## config.mk

```make
export PLATFORM = sky130hd
export DESIGN_NAME = madgwick_mul_arbiter_flat
export DESIGN_NICKNAME = d
export VERILOG_FILES = /design/src/rtl/madgwick_mul_arbiter_if.sv /design/src/rtl/madgwick_mul_arbiter.sv /design/src/flat_wrapper.sv
export SDC_FILE = /design/constraint.sdc
export NUM_CORES = 1
export LEC_CHECK = 0
export CAP_MARGIN = 0
export CORE_ASPECT_RATIO = 2
export CORE_UTILIZATION = 60
export CTS_CLUSTER_DIAMETER = 80
export DETAILED_ROUTE_END_ITERATION = 12
export PLACE_DENSITY = 0.81
export SKIP_LAST_GASP = 1
export SYNTH_ARGS = -nofsm -noshare
export SYNTH_HDL_FRONTEND = slang
export SYNTH_SLANG_ARGS = --single-unit
```

## constraint.sdc

```tcl
create_clock -name clk -period 10.6 [get_ports clk]
set_input_delay 1.06 -clock clk [delete_from_list [all_inputs] [get_ports clk]]
set_output_delay 1.06 -clock clk [all_outputs]
set_load 0.02 [all_outputs]
```

## src/rtl/madgwick_mul_arbiter_if.sv

```systemverilog
// ---------------------------------------------------------------------------
// madgwick_mul_arbiter_if
// Bundles the requester-side handshake and the response bus of the shared
// Madgwick multiply/accumulate unit.
//   req_valid/req_ready : per-requester term handshake (one grant per cycle)
//   req_a/req_b         : packed signed operands, requester i at [i*W +: W]
//   req_neg/clr/last    : subtract term / restart accumulator / emit result
//   rsp_valid/rsp_data  : one-hot result strobe and signed result
//   busy                : any term still in flight
// master = requester side, slave = arbiter side.
// ---------------------------------------------------------------------------
interface madgwick_mul_arbiter_if #(
    parameter int N_REQ     = 4,
    parameter int A_WIDTH   = 16,
    parameter int B_WIDTH   = 16,
    parameter int ACC_WIDTH = A_WIDTH + B_WIDTH + 2
);
    logic [N_REQ-1:0]         req_valid;
    logic [N_REQ-1:0]         req_ready;
    logic [N_REQ*A_WIDTH-1:0] req_a;
    logic [N_REQ*B_WIDTH-1:0] req_b;
    logic [N_REQ-1:0]         req_neg;
    logic [N_REQ-1:0]         req_clr;
    logic [N_REQ-1:0]         req_last;
    logic [N_REQ-1:0]         rsp_valid;
    logic [ACC_WIDTH-1:0]     rsp_data;
    logic                     busy;

    modport master (
        output req_valid, req_a, req_b, req_neg, req_clr, req_last,
        input  req_ready, rsp_valid, rsp_data, busy
    );

    modport slave (
        input  req_valid, req_a, req_b, req_neg, req_clr, req_last,
        output req_ready, rsp_valid, rsp_data, busy
    );
endinterface

```

## src/rtl/madgwick_mul_arbiter.sv

```systemverilog
// ---------------------------------------------------------------------------
// madgwick_mul_arbiter
// One pipelined signed multiplier plus per-requester accumulators shared by
// N_REQ Madgwick datapath requesters. Round-robin grant, one term per cycle,
// in-order completion, one-hot tagged responses.
// Ports:
//   clk   : clock
//   rst_n : asynchronous active-low reset
//   bus   : madgwick_mul_arbiter_if.slave (handshake, operands, response, busy)
// Result latency is MUL_LATENCY+1 cycles after the handshake of a last term.
// ---------------------------------------------------------------------------
module madgwick_mul_arbiter #(
    parameter int N_REQ       = 4,
    parameter int A_WIDTH     = 16,
    parameter int B_WIDTH     = 16,
    parameter int MUL_LATENCY = 2,
    parameter int ACC_WIDTH   = A_WIDTH + B_WIDTH + 2
) (
    input logic                    clk,
    input logic                    rst_n,
    madgwick_mul_arbiter_if.slave  bus
);
    localparam int IW = (N_REQ > 1) ? $clog2(N_REQ) : 1;
    localparam int PW = A_WIDTH + B_WIDTH;
    localparam int LS = MUL_LATENCY - 1;

    logic [IW-1:0]             ptr_r;
    logic                      gnt_any_s;
    logic [IW-1:0]             gnt_idx_s;
    logic [IW-1:0]             scan_idx_s;
    logic [N_REQ-1:0]          gnt_s;
    logic signed [A_WIDTH-1:0] a_sel_s;
    logic signed [B_WIDTH-1:0] b_sel_s;
    logic signed [PW-1:0]      prod_s;

    logic [MUL_LATENCY-1:0]    pipe_vld_r;
    logic [MUL_LATENCY-1:0]    pipe_neg_r;
    logic [MUL_LATENCY-1:0]    pipe_clr_r;
    logic [MUL_LATENCY-1:0]    pipe_last_r;
    logic [IW-1:0]             pipe_tag_r  [MUL_LATENCY];
    logic signed [PW-1:0]      pipe_prod_r [MUL_LATENCY];

    logic signed [ACC_WIDTH-1:0] acc_r [N_REQ];
    logic signed [ACC_WIDTH-1:0] term_s;
    logic signed [ACC_WIDTH-1:0] base_s;
    logic signed [ACC_WIDTH-1:0] sum_s;
    logic [N_REQ-1:0]            rsp_valid_r;
    logic signed [ACC_WIDTH-1:0] rsp_data_r;
    logic                        busy_r;

    // Round-robin scan: first valid requester starting at ptr, wrapping.
    always_comb begin
        gnt_any_s  = 1'b0;
        gnt_idx_s  = '0;
        scan_idx_s = '0;
        for (int k = 0; k < N_REQ; k++) begin
            scan_idx_s = IW'((int'(ptr_r) + k) % N_REQ);
            if (!gnt_any_s && bus.req_valid[scan_idx_s]) begin
                gnt_any_s = 1'b1;
                gnt_idx_s = scan_idx_s;
            end else begin
                gnt_any_s = gnt_any_s;
            end
        end
    end

    // One-hot grant vector; zero when nobody is requesting.
    always_comb begin
        gnt_s = '0;
        if (gnt_any_s) begin
            gnt_s[gnt_idx_s] = 1'b1;
        end else begin
            gnt_s = '0;
        end
    end

    assign bus.req_ready = gnt_s;

    // Operand mux and full-precision signed product of the granted requester.
    always_comb begin
        a_sel_s = bus.req_a[gnt_idx_s*A_WIDTH +: A_WIDTH];
        b_sel_s = bus.req_b[gnt_idx_s*B_WIDTH +: B_WIDTH];
        prod_s  = PW'(a_sel_s) * PW'(b_sel_s);
    end

    // Arbitration pointer and multiplier pipeline; a grant is always a
    // handshake because grants only go to valid requesters.
    always_ff @(posedge clk or negedge rst_n) begin
        if (!rst_n) begin
            ptr_r       <= '0;
            pipe_vld_r  <= '0;
            pipe_neg_r  <= '0;
            pipe_clr_r  <= '0;
            pipe_last_r <= '0;
            for (int s = 0; s < MUL_LATENCY; s++) begin
                pipe_tag_r[s]  <= '0;
                pipe_prod_r[s] <= '0;
            end
        end else begin
            if (gnt_any_s) begin
                ptr_r <= IW'((int'(gnt_idx_s) + 1) % N_REQ);
            end else begin
                ptr_r <= ptr_r;
            end
            pipe_vld_r[0]  <= gnt_any_s;
            pipe_neg_r[0]  <= bus.req_neg[gnt_idx_s];
            pipe_clr_r[0]  <= bus.req_clr[gnt_idx_s];
            pipe_last_r[0] <= bus.req_last[gnt_idx_s];
            pipe_tag_r[0]  <= gnt_idx_s;
            pipe_prod_r[0] <= prod_s;
            for (int s = 1; s < MUL_LATENCY; s++) begin
                pipe_vld_r[s]  <= pipe_vld_r[s-1];
                pipe_neg_r[s]  <= pipe_neg_r[s-1];
                pipe_clr_r[s]  <= pipe_clr_r[s-1];
                pipe_last_r[s] <= pipe_last_r[s-1];
                pipe_tag_r[s]  <= pipe_tag_r[s-1];
                pipe_prod_r[s] <= pipe_prod_r[s-1];
            end
        end
    end

    // Accumulate-stage arithmetic on the term leaving the pipeline.
    always_comb begin
        term_s = ACC_WIDTH'(pipe_prod_r[LS]);
        if (pipe_neg_r[LS]) begin
            term_s = -term_s;
        end else begin
            term_s = term_s;
        end
        if (pipe_clr_r[LS]) begin
            base_s = '0;
        end else begin
            base_s = acc_r[pipe_tag_r[LS]];
        end
        sum_s = base_s + term_s;
    end

    // Accumulator update, registered response and busy. busy is registered
    // from the next-state valids: a new grant or any pipeline stage feeding
    // either the next stage or the accumulate stage.
    always_ff @(posedge clk or negedge rst_n) begin
        if (!rst_n) begin
            for (int r = 0; r < N_REQ; r++) begin
                acc_r[r] <= '0;
            end
            rsp_valid_r <= '0;
            rsp_data_r  <= '0;
            busy_r      <= 1'b0;
        end else begin
            busy_r <= gnt_any_s | (|pipe_vld_r);
            if (pipe_vld_r[LS]) begin
                acc_r[pipe_tag_r[LS]] <= sum_s;
                if (pipe_last_r[LS]) begin
                    rsp_valid_r <= N_REQ'(1) << pipe_tag_r[LS];
                    rsp_data_r  <= sum_s;
                end else begin
                    rsp_valid_r <= '0;
                    rsp_data_r  <= rsp_data_r;
                end
            end else begin
                rsp_valid_r <= '0;
                rsp_data_r  <= rsp_data_r;
            end
        end
    end

    assign bus.rsp_valid = rsp_valid_r;
    assign bus.rsp_data  = rsp_data_r;
    assign bus.busy      = busy_r;

endmodule
```

## src/flat_wrapper.sv

```systemverilog
// flat-port wrapper written by rule: the top's interface ports become plain ports
module madgwick_mul_arbiter_flat 
#(
    parameter int N_REQ       = 4,
    parameter int A_WIDTH     = 16,
    parameter int B_WIDTH     = 16,
    parameter int MUL_LATENCY = 2,
    parameter int ACC_WIDTH   = A_WIDTH + B_WIDTH + 2
)
  (clk, rst_n, bus_req_valid, bus_req_a, bus_req_b, bus_req_neg, bus_req_clr, bus_req_last, bus_req_ready, bus_rsp_valid, bus_rsp_data, bus_busy);
  madgwick_mul_arbiter_if #(.N_REQ(N_REQ), .A_WIDTH(A_WIDTH), .B_WIDTH(B_WIDTH), .ACC_WIDTH(ACC_WIDTH)) bus_i ();
  input logic clk;
  input logic rst_n;
  input wire logic [$bits(bus_i.req_valid)-1:0] bus_req_valid;
  input wire logic [$bits(bus_i.req_a)-1:0] bus_req_a;
  input wire logic [$bits(bus_i.req_b)-1:0] bus_req_b;
  input wire logic [$bits(bus_i.req_neg)-1:0] bus_req_neg;
  input wire logic [$bits(bus_i.req_clr)-1:0] bus_req_clr;
  input wire logic [$bits(bus_i.req_last)-1:0] bus_req_last;
  output wire logic [$bits(bus_i.req_ready)-1:0] bus_req_ready;
  output wire logic [$bits(bus_i.rsp_valid)-1:0] bus_rsp_valid;
  output wire logic [$bits(bus_i.rsp_data)-1:0] bus_rsp_data;
  output wire logic [$bits(bus_i.busy)-1:0] bus_busy;
  assign bus_i.req_valid = bus_req_valid;
  assign bus_i.req_a = bus_req_a;
  assign bus_i.req_b = bus_req_b;
  assign bus_i.req_neg = bus_req_neg;
  assign bus_i.req_clr = bus_req_clr;
  assign bus_i.req_last = bus_req_last;
  assign bus_req_ready = bus_i.req_ready;
  assign bus_rsp_valid = bus_i.rsp_valid;
  assign bus_rsp_data = bus_i.rsp_data;
  assign bus_busy = bus_i.busy;
  madgwick_mul_arbiter #(.N_REQ(N_REQ), .A_WIDTH(A_WIDTH), .B_WIDTH(B_WIDTH), .MUL_LATENCY(MUL_LATENCY), .ACC_WIDTH(ACC_WIDTH)) u_core (.clk(clk), .rst_n(rst_n), .bus(bus_i));
endmodule
```

# Word level (Yosys, flattened, before mapping)
# Index checks and enable logic that the tools add are counted.
# totals
ff_bits	253
# op_classes
n_reduce_logical	10
order_cmp	8
n_bitwise	2
addsub	6
shifts	3
n_mux	35
mul	1
# ops
cell	n
$mux W34	5
$bwmux W136	1
$shiftx A64 B7 Y16	2
$bmux W34 S2	1
$demux W34 S2	1
$add A34 B34 Y34	1
$neg A32 Y34	1
$mul A16 B16 Y32	1
$lt A2 B3 Y1 const B	5
$bmux W1 S2	7
$mux W1	12
$mux W4	3
$mux W2	4
$logic_and A1 B1 Y1	5
$add A2 B1 Y2 const B	2
$add A2 B2 Y2 const B	2
$shl A1 B2 Y4 const A	1
$ge A3 B3 Y1 const B	1
$logic_not A1 Y1	3
$lt A3 B1 Y1 const B	1
$not A2 Y3	1
$demux W1 S2	1
$ge A2 B1 Y1 const B	1
$reduce_and A2 Y1	1
other kinds (2)	2

# Logic depth before layout (Yosys ltp)
# logic_depth
word_depth	17
ltp_mapped	33
ltp_nobuf	30

# Worst setup path before layout
# No wires, ideal clock.
# synth_timing
kind	input to register
from	input bus_req_valid[2]
to	register u_core.pipe_prod_r[63] in the netlist's numbering
setup_time_ns	0.129
path_slack_ns	2.826
cell_stages	31
arrival_time_ns	7.644
path_buffers	3
t_required_ns	10.471
path_cell_list	mux2i_1 nor2_1 nor3_2 inv_2 clkbuf_1 buf_1 nand2_1 nand3_1 and2_1 clkbuf_1 nand2_1 inv_1 fa_1 inv_1 fa_1 fa_1 inv_1 fa_1 fa_1 inv_1 fa_1 inv_1 ha_1 and3_1 and3_1 nand4b_1 nand2_1 o221ai_1 nor4_1 a211oi_1 xnor2_1
# synth_between
elab_chain_len	14
# synth_rtl
element	line_no	text
start, declared	flat_wrapper.sv:14	input wire logic [$bits(bus_i.req_valid)-1:0] bus_req_valid;
$bmux W1 S2	madgwick_mul_arbiter.sv:58	if (!gnt_any_s && bus.req_valid[scan_idx_s]) begin
$mux W1 (not written as such)	madgwick_mul_arbiter.sv:58	
$mux W1	madgwick_mul_arbiter.sv:58	
$logic_not A1 Y1	madgwick_mul_arbiter.sv:58	
$logic_and A1 B1 Y1	madgwick_mul_arbiter.sv:58	
$mux W1	madgwick_mul_arbiter.sv:58	
$logic_not A1 Y1	madgwick_mul_arbiter.sv:58	
$logic_and A1 B1 Y1	madgwick_mul_arbiter.sv:58	
$mux W1	madgwick_mul_arbiter.sv:58	
$logic_not A1 Y1	madgwick_mul_arbiter.sv:58	
$logic_and A1 B1 Y1	madgwick_mul_arbiter.sv:58	
$mux W2 (*)	madgwick_mul_arbiter.sv:58	
$shiftx A64 B7 Y16 (on tied branches)	madgwick_mul_arbiter.sv:81, madgwick_mul_arbiter.sv:82	
$mul A16 B16 Y32 (*)	madgwick_mul_arbiter.sv:83	prod_s = PW'(a_sel_s) * PW'(b_sel_s);
named net u_core.prod_s[31]	madgwick_mul_arbiter.sv:34	logic signed [PW-1:0] prod_s;
end signal, assigned by index	madgwick_mul_arbiter.sv:117	pipe_prod_r[s] <= pipe_prod_r[s-1];
end, declared	madgwick_mul_arbiter.sv:41	logic signed [PW-1:0] pipe_prod_r [MUL_LATENCY];
# The timed path passes the listed nets; every way through them passes the cells marked *. The select of a mux whose other input is x is not followed.
# A chain may end at the register's enable or synchronous reset.

# Worst setup path after layout
# Same ends and word-level chain as after synthesis.

==> impl_results.md <==
* Setup TNS Final at 0 ps
* Class of the tightest hold or removal check: reg -> reg
* Highest attainable clock frequency at 0.114 GHz
* Die outline width at 140 um
* Reg-to-reg slack, setup at 2380 ps
* Clock tree root buffer cell: sky130_fd_sc_hd__clkbuf_16
* Gate count after technology mapping at 2,528
* Synth-to-Final Area Change at 13.1%
* Count of routing violations after the opening detailed-route iteration at around 1,000
* CTS Sinks at approximately 250
* Cell Count, Final, Fillers Out at 3,125
* Slowest cell on the critical path: sky130_fd_sc_hd__and2_1
* Largest net degree at the start of global routing at 106
* Share of the yosys chip area belonging to registers at 0.277
* Most area-consuming cells after synthesis: sky130_fd_sc_hd__dfrtp_1 (28%), sky130_fd_sc_hd__fa_1 (23%), sky130_fd_sc_hd__nand2_1 (7.9%)
* Final count of negative-setup-slack endpoints at 0
* CP dominant cell by count: sky130_fd_sc_hd__fa_1
* Element type at the critical path start: input port
* Cell depth of the worst flop-to-flop path at 26
* CP peak stage delay at around 630 ps
* Top-area cell type share of the netlist area at 0.277
* Number of flops mapped to enable cells by yosys at 0
* Core Region at 0.0374 mm2
* Highest net fanout along the worst path at 39
* Area of the mapped netlist at approximately 0.023 mm2
* Number of nets in the layout at around 3,200
* Vias in the first global route at 20,300
* Hold bufs inserted after CTS at 0
* Fraction of layout cells with a size suffix above 1 at 0.0500
* Count of unresolved DRC violations after routing at 0
* Die area at 0.0389 mm2
* CTS H-tree lvls at 1
* Clock latency on the worst-skew pair at between 500 and 600 ps
* Req. time, crit path at 10,990 ps
* Die extent in y at 278 um
* Routability congestion estimate from global placement at 1.04
* Count of standard-cell rows at 100
* DP HPWL at 50.9 mm
* Count of cell types in the netlist at 71
* Nets in the synthesized netlist at 3,057
* Slew margin rel. at 0.197
* First-pass GRT wire length at 104 mm
* Part of the cycle the worst path needs at 0.824
* Most used flip-flop cell after synthesis: sky130_fd_sc_hd__dfrtp_1
* Overflow after GRT at 0
* Mapped Avg Cell Area at 9.04 um2
* Async SR Flop Fraction at 1.00
* Warnings from Yosys at 0
* Worst clock skew at about 20 ps
* Worst hold stages at 0
* Vias per std cell at 5.91
* Buffers inserted during post-CTS setup optimization at 0
* Count of max-cap constraint violations at 0
* Clock buffers created by TritonCTS at 21
* Number of search-and-repair iterations in the first detailed-routing pass at 5
* Post-CTS clock slew at the launch and capture registers of the worst setup and hold paths at 70 ps
* Final Slew Violations at 0
* Overall via count from detail_route at around 18,000
* Most common library cell in the layout ignoring fill and taps: sky130_fd_sc_hd__nand2_1
* Overall Global Routing Usage at 0.350
* Post-route ant nets at 0
* Max Root-Sink Buffers at 3
* Classification of the worst setup path: in -> reg
* Flop and latch count out of synthesis at 253
* Post-DR wirelength/cell at around 21 um
* Number of gates resized after CTS at 0
* Final number of hold-violating endpoints at 0
* Unrepaired setup endpoints after global routing: false
* Critical Path End Type: flop
* Slew at the pin closest to its max-slew limit at 1200 ps
* Final critical path time including I/O delays and setup at 8740 ps
* Highest-count cells in the layout ignoring fill and taps: sky130_fd_sc_hd__nand2_1 (478), sky130_fd_sc_hd__inv_1 (324), sky130_fd_sc_hd__fa_1 (263), sky130_fd_sc_hd__dfrtp_1 (252), sky130_fd_sc_hd__o21ai_0 (190)
* Port-buffer cells at 188
* Clock tree from TritonCTS: done
* Routed Wire Length at 64.3 mm
* Starting utilization of the core area at 0.611
* Number of placed instances, taps included at 3,082
* Antenna violations before repair at 4
* Top Ports at 189
* Library cell with the largest summed area after synthesis: sky130_fd_sc_hd__dfrtp_1
* Crit path arrival time at roughly 9000 ps
* Outcome: finished clean
[layout make-up]
class                   count  area [um2]
inverters                 325        1220
repair buffers            214        2080
clock buffers              25         571
flip-flops and latches    253        6330
well taps                 459         574
multi-input cells        1831       14900
clock inverters            12         186
diodes                      6        15.0
fillers                  2917       11600
[final timing paths]
path,start,to
worst max register to register,u_core.ptr_r[1]$_DFFE_PN0P_,u_core.pipe_prod_r[63]$_DFF_PN0_
worst min register to register,u_core.pipe_tag_r[3]$_DFF_PN0_,u_core.pipe_tag_r[1]$_DFF_PN0_
worst max-delay path,bus_req_valid[2],u_core.pipe_prod_r[63]$_DFF_PN0_
max in group asynchronous,rst_n,u_core.bus.rsp_data[23]$_DFFE_PN0P_
worst min-delay path,u_core.pipe_tag_r[3]$_DFF_PN0_,u_core.pipe_tag_r[1]$_DFF_PN0_
min in group asynchronous,rst_n,u_core.bus.rsp_data[7]$_DFFE_PN0P_
[critical path, delay by kind of cell]
kind                     cells  cell delay, ps
XOR/XNOR                     1             130
AO/OA/AOI/OAI                5            1450
buffers and inverters        6            1430
adder cells (fa/ha/maj)      7            3400
AND/OR/NAND/NOR              8            1600
[logic make-up (layout without fill, tap and decap cells)]
group | count (synthesis) | in the layout | synth area share
simple gates | 936 | 936 | 0.182
buf+inv | 444 | 576 | 0.0736
fa+ha+maj | 383 | 383 | 0.296
compound gates | 383 | 383 | 0.101
flops | 253 | 253 | 0.277
xor+xnor | 92 | 92 | 0.0353
mux | 37 | 37 | 0.0349
other cells | 0 | 6 | 0
[flip-flops by register name, summed over array words and instances (netlist names)]
register	cells
u_core.pipe_neg_r	2
u_core.pipe_vld_r	2
u_core.pipe_tag_r	4
u_core.bus.rsp_data	34
u_core.pipe_prod_r	64
u_core.ptr_r	2
u_core.acc_r	136
u_core.pipe_last_r	2
u_core.pipe_clr_r	2
u_core.bus.busy	1
u_core.bus.rsp_valid	4
[cells in the mapped netlist, types with 6 or more instances]
cell type,instances
sky130_fd_sc_hd__nand4_1,21
sky130_fd_sc_hd__or2_2,8
sky130_fd_sc_hd__nand3_1,91
sky130_fd_sc_hd__o21a_1,7
sky130_fd_sc_hd__or3_1,6
sky130_fd_sc_hd__xor2_1,19
sky130_fd_sc_hd__nand2b_1,17
sky130_fd_sc_hd__nor3_1,7
sky130_fd_sc_hd__nand2_1,479
sky130_fd_sc_hd__buf_1,11
sky130_fd_sc_hd__fa_1,263
sky130_fd_sc_hd__nor4_1,8
sky130_fd_sc_hd__ha_1,120
sky130_fd_sc_hd__nor2_1,183
sky130_fd_sc_hd__and3_1,12
sky130_fd_sc_hd__nor2b_1,39
sky130_fd_sc_hd__and2_1,35
sky130_fd_sc_hd__buf_2,7
sky130_fd_sc_hd__a211oi_1,13
sky130_fd_sc_hd__o21ai_0,190
sky130_fd_sc_hd__o211ai_1,7
sky130_fd_sc_hd__a21o_1,27
sky130_fd_sc_hd__or4_1,7
sky130_fd_sc_hd__clkbuf_1,100
sky130_fd_sc_hd__a21oi_1,55
sky130_fd_sc_hd__o21bai_1,8
sky130_fd_sc_hd__mux4_2,34
sky130_fd_sc_hd__dfrtp_1,253
sky130_fd_sc_hd__o31ai_1,15
sky130_fd_sc_hd__a31oi_1,16
sky130_fd_sc_hd__inv_1,324
sky130_fd_sc_hd__xnor2_1,73
[per-stage QoR]
step | setup slack (ps) | instance area (um2) | hold slack [ps] | util
2_1_floorplan | 2830 | 22900 | 331 | -
3_3_place_gp | 1760 | 25100 | 331 | 0.670
3_5_place_dp | 1510 | 25100 | 335 | 0.670
4_1_cts | 2070 | 25800 | 343 | 0.690
5_1_grt | 1430 | 25800 | 340 | 0.691
6_report | 1860 | 25800 | 340 | 0.691
[routing by layer]
metal	GRT usage	wire length (um)	vias to the layer above
li1	-	-	8378
met1	0.331	20500	9084
met3	0.0375	2520	328
met4	0.305	6350	0
met5	0	0	-
met2	0.660	34900	674
Power is not shown: default switching activity piles up to over one toggle a cycle in this logic, so the estimate is an artifact.
